**src/rtl/ex_mem_pkg.sv**
```systemverilog
// EX/MEM stage shared types: entry bundle, occupancy states,
// exception bit positions and write-masking helper.
package ex_mem_pkg;

  localparam int EXC_OVERFLOW_BIT = 11;
  localparam int EXC_TRAP_BIT     = 10;
  localparam int ENTRY_ADDR_W     = 5;

  typedef enum logic [1:0] {
    EMPTY,
    ONE,
    TWO
  } state_t;

  typedef struct packed {
    logic [63:0]             wdata;
    logic [31:0]             exception;
    logic [31:0]             pc;
    logic                    in_delay_slot;
    logic                    wreg;
    logic [ENTRY_ADDR_W-1:0] waddr;
    logic                    whilo;
  } ex_mem_entry_t;

  // Excepting instructions lose both writes; r0 never gets a GPR write.
  function automatic ex_mem_entry_t mask_writes(
    input ex_mem_entry_t e,
    input logic [31:0]   mask
  );
    ex_mem_entry_t r;
    logic          exc;
    r   = e;
    exc = |(e.exception & mask);
    if (exc) begin
      r.wreg  = 1'b0;
      r.whilo = 1'b0;
    end
    if (e.waddr == '0) r.wreg = 1'b0;
    return r;
  endfunction

endpackage

```
**src/rtl/ex_mem_stage.sv**
```systemverilog
// EX/MEM pipeline register with a two-entry skid buffer.
// Main entry drives MEM; skid entry holds one extra result.
module ex_mem_stage
  import ex_mem_pkg::*;
#(
  parameter int          ADDR_W   = 5,
  parameter logic [31:0] EXC_MASK = 32'hFFFF_FF00
) (
  input  logic              clk_i,
  input  logic              rst_i,
  input  logic              flush_i,
  input  logic              ex_valid_i,
  input  logic              alu_ok_i,
  output logic              ex_ready_o,
  output logic              stall_req_o,
  input  logic [63:0]       alu_wdata_i,
  input  logic [31:0]       exception_type_i,
  input  logic [31:0]       pc_i,
  input  logic              in_delay_slot_i,
  input  logic              wreg_i,
  input  logic [ADDR_W-1:0] waddr_i,
  input  logic              whilo_i,
  output logic              mem_valid_o,
  input  logic              mem_ready_i,
  output logic [63:0]       mem_wdata_o,
  output logic [31:0]       mem_exception_o,
  output logic [31:0]       mem_pc_o,
  output logic              mem_in_delay_slot_o,
  output logic              mem_wreg_o,
  output logic [ADDR_W-1:0] mem_waddr_o,
  output logic              mem_whilo_o
);

  state_t        state_q;
  ex_mem_entry_t main_q;
  ex_mem_entry_t skid_q;
  ex_mem_entry_t in_entry;
  logic          accept;
  logic          pop;

  // Build the incoming entry with writes already masked.
  always_comb begin
    in_entry = mask_writes('{
      wdata:         alu_wdata_i,
      exception:     exception_type_i,
      pc:            pc_i,
      in_delay_slot: in_delay_slot_i,
      wreg:          wreg_i,
      waddr:         ENTRY_ADDR_W'(waddr_i),
      whilo:         whilo_i
    }, EXC_MASK);
  end

  assign accept = ex_valid_i & alu_ok_i
                & ex_ready_o & ~flush_i;
  assign pop    = mem_valid_o & mem_ready_i;

  assign stall_req_o = ex_valid_i
                     & (~alu_ok_i | ~ex_ready_o);

  assign mem_valid_o         = (state_q != EMPTY);
  assign mem_wdata_o         = main_q.wdata;
  assign mem_exception_o     = main_q.exception;
  assign mem_pc_o            = main_q.pc;
  assign mem_in_delay_slot_o = main_q.in_delay_slot;
  assign mem_wreg_o          = main_q.wreg;
  assign mem_waddr_o         = ADDR_W'(main_q.waddr);
  assign mem_whilo_o         = main_q.whilo;

  // Occupancy FSM; ex_ready is registered as "not in TWO".
  always_ff @(posedge clk_i or negedge rst_i) begin
    if (!rst_i) begin
      state_q    <= EMPTY;
      ex_ready_o <= 1'b1;
      main_q     <= '0;
      skid_q     <= '0;
    end else if (flush_i) begin
      state_q    <= EMPTY;
      ex_ready_o <= 1'b1;
    end else begin
      unique case (state_q)
        EMPTY: begin
          if (accept) begin
            main_q  <= in_entry;
            state_q <= ONE;
          end
        end
        ONE: begin
          if (accept && pop) begin
            main_q <= in_entry;
          end else if (accept) begin
            skid_q     <= in_entry;
            state_q    <= TWO;
            ex_ready_o <= 1'b0;
          end else if (pop) begin
            state_q <= EMPTY;
          end
        end
        TWO: begin
          if (pop) begin
            main_q     <= skid_q;
            state_q    <= ONE;
            ex_ready_o <= 1'b1;
          end
        end
        default: begin
          state_q    <= EMPTY;
          ex_ready_o <= 1'b1;
        end
      endcase
    end
  end

endmodule
```
**config.mk**
```make
export PLATFORM = sky130hd
export DESIGN_NAME = ex_mem_stage
export DESIGN_NICKNAME = d
export VERILOG_FILES = /design/src/rtl/ex_mem_pkg.sv /design/src/rtl/ex_mem_stage.sv
export SDC_FILE = /design/constraint.sdc
export NUM_CORES = 1
export LEC_CHECK = 0
export BUFFER_PORTS_ARGS = -buffer_cell sky130_fd_sc_hd__buf_2
export CAP_MARGIN = 20
export CORE_MARGIN = 5
export CORE_UTILIZATION = 60
export CTS_BUF_LIST = sky130_fd_sc_hd__clkbuf_4 sky130_fd_sc_hd__clkbuf_8
export DETAILED_ROUTE_END_ITERATION = 8
export MAX_ROUTING_LAYER = met4
export PLACE_DENSITY = 0.91
export SYNTH_ARGS = -nofsm -noshare
export SYNTH_HDL_FRONTEND = slang
export SYNTH_SLANG_ARGS = --single-unit
export TNS_END_PERCENT = 50
```
**constraint.sdc**
```tcl
create_clock -name clk_i -period 3.4 [get_ports clk_i]
set_input_delay 0.51 -clock clk_i [delete_from_list [all_inputs] [get_ports clk_i]]
set_output_delay 0.51 -clock clk_i [all_outputs]
set_load 0.03 [all_outputs]
```
==> results.py <==
metrics = {
    "timing": {
        "slew_headroom_pct": 40.4,
        "timing.hold.ws_ns": 0.225,
        "min_period_over_period_pct": 75.2,
        "min_period_ns": 2.56,
        "setup_violations": 0,
        "finalSetupTns_ns": 0,
        "drv_slew": 0,
        "skew_ns": 0.0168,
        "hold_viol_final": 0,
        "setup_ws_ns": 0.844,
        "worst_slew_pin_slew_ns": 0.894,
        "rsz0062_at_grt": "false",
        "fmax_ghz": 0.391,
    },
    "synthesis": {
        "synthCells": 1048,
        "yosys_most_used_dff": "dfrtp_1",
        "syn_nets": 1190,
        "synth_area_um2": 12000,
        "ys_seq_area_share_pct": 57.4,
        "synth_area_leaders": "dfrtp_1 (57%), mux2_2 (25%), nand2_1 (13%), buf_2 (0.92%), clkbuf_1 (0.91%)",
        "synth_top_cell_area_share_pct": 57.2,
        "yosys-top-cells-count": "nand2_1 (408), dfrtp_1 (274), mux2_2 (270)",
        "avgSynthCellArea_um2": 11.4,
        "synth_cell_types": 32,
        "synth_warnings": 0,
        "yosysTopAreaCell": "dfrtp_1",
        "ys_ff_latch": 275,
        "async_flop_share_pct": 100,
        "yosysMostFrequentCell": "nand2_1",
        "synth-edff-count": 0,
    },
    "global_route": {
        "grt.busiest_layer": "met2",
        "grt_max_degree": 82,
        "antenna_found_initial": 1,
        "grt.overflow.total": 0,
        "grt_util_met2_pct": 46.3,
        "use_met1_pct": 33.8,
        "grt_use_met3_pct": 5.72,
        "grtUsageTotal_pct": 27.8,
        "grt_pass1_wl_um": 48900,
        "grt_pass1_vias": 9572,
    },
    "routing": {
        "drc": 0,
        "vias": 8946,
        "first_pass_iters": 5,
        "first_iter_violations": 391,
        "avgRoutedWirePerCell_um": 18.8,
        "wl_um": 30600,
        "postRouteAntennaNets": 0,
        "via_per_inst": 5.50,
    },
    "worst_setup_path": {
        "startpoint": "ex_ready_o",
        "cp_max_fo": 19,
        "regToRegStartpoint": "ex_ready_o",
        "start_kind": "flop",
        "critical_path_class": "reg2reg",
        "worstPathRequired_ns": 3.80,
        "reg2regPathDepth": 5,
        "crit_arrival_ns": 2.96,
        "crit_path_end_kind": "flop",
    },
    "clock_network": {
        "cts_resized": 0,
        "cts-root-buf": "clkbuf_8",
        "post_cts_buffers": 0,
        "clock_latency_ns": 0.53,
        "clk_path_buf_depth": 3,
        "cts_tree": "built",
        "cts_buffers": 44,
        "clock-sinks": 275,
        "clkSlewWorstSetupHoldPaths_ns": 0.06,
        "ctsHtreeMaxLevel": 2,
    },
    "finish": {
        "drive_gt1_share_pct": 47.8,
        "area_growth_pct": 21.8,
        "final_area_um2": 14600,
        "layout.cells.non_filler": 1627,
        "layout.nets": 1473,
    },
    "worst_hold_path": {
        "hp-start": "alu_wdata_i[12]",
        "hold_depth": 2,
        "hold_path_class": "in2reg",
    },
    "place": {
        "numPortBuffers": 280,
        "dp_worst_setup_slack_ns": 0.807,
        "dp.cells": 1549,
        "gp_congestion": 0.820,
        "post_dp_cell_area_um2": 13700,
        "dp_hpwl_um": 20200,
    },
    "power": {
        "vdd_drop_max_mv": 0.455,
        "p_leak_nw": 7.64,
        "power_density_nw_per_um2": 669,
    },
    "floorplanning": {
        "initial_core_util_pct": 61.2,
        "coreArea_um2": 19600,
        "die_w_um": 151,
        "fp.dieH_um": 151,
        "row_count": 51,
        "io_pins": 281,
        "dieArea_um2": 22900,
    },
    "job": {
        "drv_cap": 0,
    },
    "status": {
        "status": "finished, final reports clean",
    },
}
-- power by group --
group	switching, mW	internal (mW)	total (mW)
Clock	1.24	1.67	2.91
Combinational	1.48	0.947	2.42
Sequential	0.436	4.00	4.44
Total	3.15	6.62	9.77
-- cell type report --
cell class,count,area (um2)
diodes,1,2.50
clock buffers,72,866
clock inverters,4,45.0
fillers,1252,4990
inverters,1,3.75
multi-input cells,710,4820
flip-flops and latches,275,6880
well taps,265,332
repair buffers,299,1640
-- placed cells by master (no fill, tap or decap), types with 3 or more instances in the layout --
cell type    n
buf_12       7
mux2_2     270
nor4_1       6
nand2_1    408
clkbuf_4    20
clkbuf_8    52
buf_2      279
dfrtp_1    274
buf_4       11
clkinv_2     3
o41ai_1      4
-- kinds of logic (layout without fill, tap and decap cells) --
logic type             Yosys count  count (layout)  share of synthesized area [%]
AOI/OAI and AO/OA               12              12                          0.741
buffers and inverters           63             376                           2.61
DFF                            275             275                           57.4
muxes                          271             271                           25.4
other                            0               1                              0
and+or+nand+nor                427             427                           13.8
-- per-stage QoR --
stage | power, mW | util (%)
6_report | 9.77 | 74.5
5_1_grt | 10.2 | 74.5
4_1_cts | 9.84 | 74.5
3_5_place_dp | 6.89 | 69.8
3_3_place_gp | 6.75 | 69.8
2_1_floorplan | 5.97 | -
-- timing repair --
item	in CTS	in global routing
hold buffers	1	0
hold endpoints to repair	76	0
endpoints found under the setup margin	0	0
-- per-layer routing --
metal | share of wire (%) | routed length, um
met4 | 3.1 | 937
met2 | 51 | 15600
met5 | 0 | 0
met1 | 38 | 11700
met3 | 7.8 | 2380
-- flip-flops by register name, indices dropped and copies added (netlist names) --
name                 cells
mem_waddr_o              5
mem_exception_o         32
state_q                  2
ex_ready_o               1
mem_wreg_o               1
mem_wdata_o             64
skid_q                 136
mem_whilo_o              1
mem_pc_o                32
mem_in_delay_slot_o      1
-- worst paths after layout --
check	to	slack, ns
setup reg to reg	mem_pc_o[0]	0.84
min in group asynchronous	skid_q[128]	0.61
setup / recovery	mem_pc_o[0]	0.84
max in group asynchronous	skid_q[89]	1.92
hold / removal	skid_q[84]	0.23
hold reg to reg	skid_q[6]	0.48
-- worst max-delay path: stages, from the launching register on --
cell and delay (ns):
dfstp_2 0.56, nand3_1 0.18, or3_1 0.44, a21oi_4 0.48, buf_4 0.39, mux2_2 0.38
Power figures use the tool's default switching activity.
